File: src/rtl/serial_mac_engine.sv
// Multi-channel serial multiply-accumulate engine.
// Streams feature/weight pairs from sync-read memories, emits saturated results.
module serial_mac_engine #(
    parameter int DATA_W    = 8,
    parameter int ADDR_W    = 8,
    parameter int VEC_LEN   = 9,
    parameter int NUM_CH    = 2,
    parameter int OUT_SHIFT = 0,
    localparam int ACC_W    = 2 * DATA_W + $clog2(VEC_LEN),
    localparam int CH_W     = (NUM_CH > 1) ? $clog2(NUM_CH) : 1
) (
    input  logic              clk,
    input  logic              rst,
    input  logic              en,
    input  logic [ADDR_W-1:0] feature_baseaddr,
    input  logic [ADDR_W-1:0] weight_baseaddr,
    input  logic              relu_en,
    output logic [ADDR_W-1:0] f_addr_o,
    input  logic [DATA_W-1:0] f_data_i,
    output logic [ADDR_W-1:0] w_addr_o,
    input  logic [DATA_W-1:0] w_data_i,
    output logic [DATA_W-1:0] out,
    output logic [CH_W-1:0]   out_ch_o,
    output logic              out_valid_o,
    output logic              busy_o,
    output logic              is_done_o
);

    localparam int K_W = (VEC_LEN > 1) ? $clog2(VEC_LEN) : 1;
    localparam logic signed [ACC_W-1:0] SMAX = ACC_W'(2 ** (DATA_W - 1) - 1);
    localparam logic signed [ACC_W-1:0] SMIN = ACC_W'(-(2 ** (DATA_W - 1)));

    typedef enum logic [2:0] {IDLE, RUN, DRAIN, EMIT, DONE} state_t;

    state_t state, state_nx;

    logic [K_W-1:0]    k;
    logic [CH_W-1:0]   ch;
    logic [ADDR_W-1:0] fbase;
    logic              relu_q;
    logic              k_last;
    logic              ch_last;

    logic signed [2*DATA_W-1:0] prod;
    logic signed [ACC_W-1:0]    acc;
    logic signed [ACC_W-1:0]    sum;
    logic signed [ACC_W-1:0]    shf;
    logic signed [ACC_W-1:0]    clamp;
    logic signed [ACC_W-1:0]    sat;

    assign k_last  = (k == K_W'(VEC_LEN - 1));
    assign ch_last = (ch == CH_W'(NUM_CH - 1));
    assign busy_o  = (state != IDLE);

    // Full-width signed product; memory data arrives one cycle after its address.
    assign prod  = $signed({{DATA_W{f_data_i[DATA_W-1]}}, f_data_i})
                 * $signed({{DATA_W{w_data_i[DATA_W-1]}}, w_data_i});
    assign sum   = acc + ACC_W'(prod);
    assign shf   = sum >>> OUT_SHIFT;
    assign clamp = (relu_q && shf[ACC_W-1]) ? '0 : shf;
    assign sat   = (clamp > SMAX) ? SMAX :
                   (clamp < SMIN) ? SMIN : clamp;

    always_ff @(posedge clk or negedge rst) begin
        if (!rst) state <= IDLE;
        else      state <= state_nx;
    end

    always_comb begin
        state_nx = state;
        unique case (state)
            IDLE:    if (en) state_nx = RUN;
            RUN:     if (k_last) state_nx = DRAIN;
            DRAIN:   state_nx = EMIT;
            EMIT:    state_nx = ch_last ? DONE : RUN;
            DONE:    state_nx = IDLE;
            default: state_nx = IDLE;
        endcase
    end

    // The result is registered on the DRAIN edge so it is visible during EMIT.
    always_ff @(posedge clk or negedge rst) begin
        if (!rst) begin
            k           <= '0;
            ch          <= '0;
            acc         <= '0;
            fbase       <= '0;
            relu_q      <= 1'b0;
            f_addr_o    <= '0;
            w_addr_o    <= '0;
            out         <= '0;
            out_ch_o    <= '0;
            out_valid_o <= 1'b0;
            is_done_o   <= 1'b0;
        end else begin
            out_valid_o <= 1'b0;
            is_done_o   <= 1'b0;
            unique case (state)
                IDLE: begin
                    if (en) begin
                        fbase    <= feature_baseaddr;
                        relu_q   <= relu_en;
                        f_addr_o <= feature_baseaddr;
                        w_addr_o <= weight_baseaddr;
                        k        <= '0;
                        ch       <= '0;
                        acc      <= '0;
                    end
                end
                RUN: begin
                    if (k != '0) acc <= sum;
                    if (!k_last) begin
                        k        <= k + K_W'(1);
                        f_addr_o <= f_addr_o + ADDR_W'(1);
                        w_addr_o <= w_addr_o + ADDR_W'(1);
                    end
                end
                DRAIN: begin
                    acc         <= sum;
                    out         <= sat[DATA_W-1:0];
                    out_ch_o    <= ch;
                    out_valid_o <= 1'b1;
                end
                EMIT: begin
                    if (!ch_last) begin
                        ch       <= ch + CH_W'(1);
                        k        <= '0;
                        acc      <= '0;
                        f_addr_o <= fbase;
                        w_addr_o <= w_addr_o + ADDR_W'(1);
                    end else begin
                        is_done_o <= 1'b1;
                    end
                end
                DONE: ;
                default: ;
            endcase
        end
    end

endmodule

File: config.mk
export PLATFORM = sky130hd
export DESIGN_NAME = serial_mac_engine
export DESIGN_NICKNAME = d
export VERILOG_FILES = /design/src/rtl/serial_mac_engine.sv
export SDC_FILE = /design/constraint.sdc
export NUM_CORES = 1
export LEC_CHECK = 0
export ABC_AREA = 1
export BUFFER_PORTS_ARGS = -buffer_cell sky130_fd_sc_hd__buf_2
export CAP_MARGIN = 10
export CORE_MARGIN = 5
export CORE_UTILIZATION = 55
export DETAILED_ROUTE_END_ITERATION = 16
export HOLD_SLACK_MARGIN = 0.12
export PLACE_DENSITY_LB_ADDON = 0.3
export SLEW_MARGIN = 20
export SYNTH_ARGS = -nofsm -noshare
export SYNTH_HDL_FRONTEND = slang
export SYNTH_SLANG_ARGS = --single-unit
File: constraint.sdc
create_clock -name clk -period 5.95 [get_ports clk]
set_clock_uncertainty 0.15 [all_clocks]
set_input_delay 1.19 -clock clk [delete_from_list [all_inputs] [get_ports clk]]
set_output_delay 1.19 -clock clk [all_outputs]
set_load 0.03 [all_outputs]
# == Yosys cells after proc, flatten, opt, wreduce, memory -nomap -nowiden ==
# Cells that the tools add are included.
# classes
magnitude_cmp,2
eq_ne,9
muxes,29
multipliers,1
n_reduce_logical,12
n_addsub,5
# op_table
cell,n
$mux W20,4
$pmux W20 S4,1
$mux W8,8
$pmux W8 S3,2
$add A20 B16 Y20,1
$gt A20 B8 Y1 const B,1
$lt A20 B8 Y1 const B,1
$add A8 B1 Y8 const B,2
$mul A8 B8 Y16,1
$mux W4,3
$pmux W3 S4,1
$pmux W4 S3,1
$ne A2 B2 Y1 const B,5
$mux W3,3
$reduce_and A4 Y1,2
$reduce_bool A4 Y1,2
$eq A3 B2 Y1 const B,2
$reduce_and A2 Y1,3
$reduce_bool A3 Y1,2
$mux W1,5
$add A4 B1 Y4 const B,1
$eq A4 B4 Y1 const B,1
$eq A3 B1 Y1 const B,1
$logic_not A3 Y1,1
4 further kinds,4
# word_totals
regBits,64
wordCells,70

# == Logic depth before layout (Yosys ltp) ==
# depth
word_depth,7
ltp_mapped,30

# == Worst setup path after synthesis ==
# OpenSTA, ideal clock, no wires.
# synth_timing
path_kind,input port to flip-flop
start,in w_data_i[7]
end,reg out[0]
t_arrival_ps,5946
stages,24
setup_slack_ps,-275
path_cell_list,clkinv_1 > or2_2 > fa_1 > fa_1 > inv_1 > fa_1 > fa_1 > fa_1 > ha_1 > nand2_1 > nor2_1 > nand2_1 > nand2_4 > nand2_2 > nand2_4 > inv_2 > nand2_1 > nand3_4 > o21ai_0 > nand2_1 > nor2_1 > nand2_1 > a21oi_2 > a21oi_1
# synth_between
elab_chain_cells,7
# synth_lines
element,line_no,text
from (decl),21,"input logic [DATA_W-1:0] w_data_i,"
$mul A8 B8 Y16 (*),57,"* $signed({{DATA_W{w_data_i[DATA_W-1]}}, w_data_i});"
$add A20 B16 Y20 (*),58,assign sum = acc + ACC_W'(prod);
$logic_and A1 B1 Y1,60,assign clamp = (relu_q && shf[ACC_W-1]) ? '0 : shf;
$mux W20 (*),60,
$lt A20 B8 Y1,62,(clamp < SMIN) ? SMIN : clamp;
$mux W8,62,
$mux W8 (*),61,assign sat = (clamp > SMAX) ? SMAX :
to (signal assigned),120,out <= sat[DATA_W-1:0];
to (decl),22,"output logic [DATA_W-1:0] out,"
# Mark *: on every way between the ends. The rest lies on a longest branch, timed or not.
# A chain may end at the register's enable or synchronous reset.

# == Final worst setup path ==
# layout_timing
start,in w_data_i[4]
end,reg out[6]
# The elaborated chain is that of the path after synthesis.

==> impl_metrics.tcl <==
set metrics [dict create \
    reg2reg_depth 24 \
    fin_ws_ns 0.0192 \
    die_h_um 124 \
    arrival_ns 6.00 \
    cp-end-kind "flop" \
    synthDistinctLibCells 45 \
    ys_warn_count 0 \
    min_to "out_ch_o" \
    die_w_um 124 \
    place_congestion 0.882 \
    rows 41 \
    design_area_um2 9070 \
    wl_met2_mm 9.10 \
    hold_viol_final 0 \
    area_growth_pct 27.1 \
    synthFlopType "dfrtp_1" \
    crit_fanout 7 \
    drt_first_pass_iters 4 \
    drv_cap 0 \
    fmax_ghz 0.169 \
    slowest_delay_ns 0.60 \
    worstReg2RegStart "acc[6]" \
    initial_utilization 0.563 \
    postRouteAntennaNets 0 \
    hp-start "out_ch_o" \
    syn-num-nets 1088 \
    final_core_util 0.716 \
    grt_pass1_wl_mm 28.6 \
    first_global_vias 6233 \
    syn_area_per_cell_um2 7.81 \
    core-area_um2 12700 \
    cts_buffer_depth 2 \
    worst_pin_slew_ns 0.811 \
    clk_latency_ns 0.33 \
    grt_max_degree 65 \
    r2r_slack_ns 0.88 \
    period_needed_ns 5.93 \
    critical_path.most_common_cell "nand2_1" \
    whs_path_depth 2 \
    drc_errors 0 \
    rsz0062_at_grt "true" \
    r2r-end "out[6]" \
    drv_slew 0 \
    yosys-top-cells-area "fa_1 25%, dfrtp_1 22%, inv_1 11%, nand2_1 11%, ha_1 8.8%" \
    syn_area_um2 7140 \
    htree_num_levels 3 \
    slew_headroom 0.459 \
    die_area_um2 15400 \
    cts_tree "done" \
    wirelength_mm 17.1 \
    dp_slack_ns -0.349 \
    synth_cells 914 \
    cts_sinks 64 \
    critPathSlowestCell "fa_1" \
    cts_root_buf "clkbuf_16" \
    antenna-diode-count 0 \
    status "finished clean" \
    vias 6081 \
    wire_per_inst_um 14.0 \
    nNetsFinal 1221 \
    cts_inserted_buffers 9 \
    yosysTopAreaCell "fa_1" \
    synth_top_cell_area_share 0.247 \
    boundaryPins 64 \
    fin_crit_sh 0.997 \
    port_buffers 63 \
    async_flop_share 1.00 \
    overflow 0 \
    critical_path_class "input pin to flop" \
    setup_viol 0 \
    seq_area_frac_synth 0.224 \
    detailed_place_hpwl_mm 13.7 \
    holdWs_ns 0.342 \
    clkTransAtPathRegs_ns 0.05 \
    grtUsageTotal 0.236 \
    wl_met1_mm 7.28 \
    cp-start-kind "input pin" \
    drtIter0Drc 330 \
    hold_class "flop to flop" \
    wl_met3_um 443 \
    placedInstanceArea_um2 8480 \
    top_layer_used "met4" \
    ys_ff_latch 64 \
    synth-edff-count 0 \
    via_per_inst 4.97 \
    grt_antenna_before_repair 0 \
    required_ns 6.02 \
    drive_above_1_share 0.257 \
]
-- per-layer routing --
| layer | vias to the layer above | track usage |
|---|---|---|
| li1 | 3033 | - |
| met4 | 0 | 0.0548 |
| met1 | 2947 | 0.298 |
| met2 | 81 | 0.426 |
| met3 | 20 | 0.0354 |
| met5 | - | 0 |
-- synthesized netlist by cell type (3+ instances only) --
master	count
fa_1	88
nor3_1	6
a31oi_1	3
nor2_1	52
o21ai_1	3
o21ai_0	59
nand2_1	209
clkbuf_1	23
a221oi_1	4
xor2_1	11
inv_1	214
nand2_2	6
o22ai_1	3
nand3_1	46
a21oi_1	26
dfrtp_1	64
inv_2	8
ha_1	50
-- worst max-delay path: cells and delay by family --
| kind | cells | cell delay [ns] |
|---|---|---|
| adder cells (fa/ha/maj) | 6 | 2.73 |
| AO/OA/AOI/OAI | 2 | 0.23 |
| AND/OR/NAND/NOR | 12 | 1.15 |
| buffers and inverters | 7 | 0.67 |
-- sequential cells by signal (all words and copies together), names as in the netlist, 3 cells and up --
name,flops
acc,20
k,4
fbase,8
w_addr_o,8
out,8
f_addr_o,8
state,3
-- metrics by stage --
stage          cells  setup TNS [ns]
3_3_place_gp    1196           -1.73
4_1_cts         1212               0
5_1_grt         1224           -1.36
6_report        1224               0
2_1_floorplan    914         -0.0442
3_5_place_dp    1196           -2.46
-- cells by family (layout without fill, tap and decap cells) --
group | Yosys count | after routing | synth area share
buf+inv | 250 | 387 | 0.133
flops | 64 | 64 | 0.224
simple gates | 337 | 338 | 0.202
xor+xnor | 13 | 13 | 0.0160
compound gates | 112 | 112 | 0.0894
fa+ha+maj | 138 | 138 | 0.335
-- layout by cell type, fill, tap and decap left out, drive strengths merged, types with 2 or more instances in the layout --
master and count:
a2111oi 2, a21oi 29, a221oi 4, a22oi 2, a31oi 3, buf 146
clkbuf 13, clkinv 5, clkinvlp 2, dfrtp 64, fa 88, ha 50
inv 221, nand2 217, nand3 50, nand3b 2, nor2 56, nor3 7
o21ai 64, o22ai 3, or2 2, xnor2 2, xor2 11
-- what timing repair did --
item,in CTS,in global routing
endpoints found under the setup margin,7,8
pin swaps,2,46
setup buffers,0,11
endpoints found under the hold margin,0,0
gates cloned,0,1
gates resized for setup,0,68
hold buffers,0,0
-- layout make-up --
type / count / area [µm²]
clock buffers: 12 / 246
clock inverters: 4 / 20.0
fillers: 1011 / 3600
inverters: 224 / 851
multi-input cells: 601 / 5090
flip-flops and latches: 64 / 1600
well taps: 172 / 215
repair buffers: 147 / 1040
-- worst max-delay path by stage --
stage	startpoint	end	slack [ns]	cells past startpoint
final	w_data_i[4]	out[6]	0.02	27
after global routing	w_data_i[4]	out[2]	-0.20	27
after CTS	f_data_i[7]	out[4]	0.01	25
after detailed placement	f_data_i[7]	out[1]	-0.35	25
after global placement	f_data_i[7]	out[2]	-0.25	25
after floorplan	w_data_i[1]	out[0]	-0.02	29
Power is not shown: default switching activity piles up to over one toggle a cycle in this logic, so the estimate is an artifact.
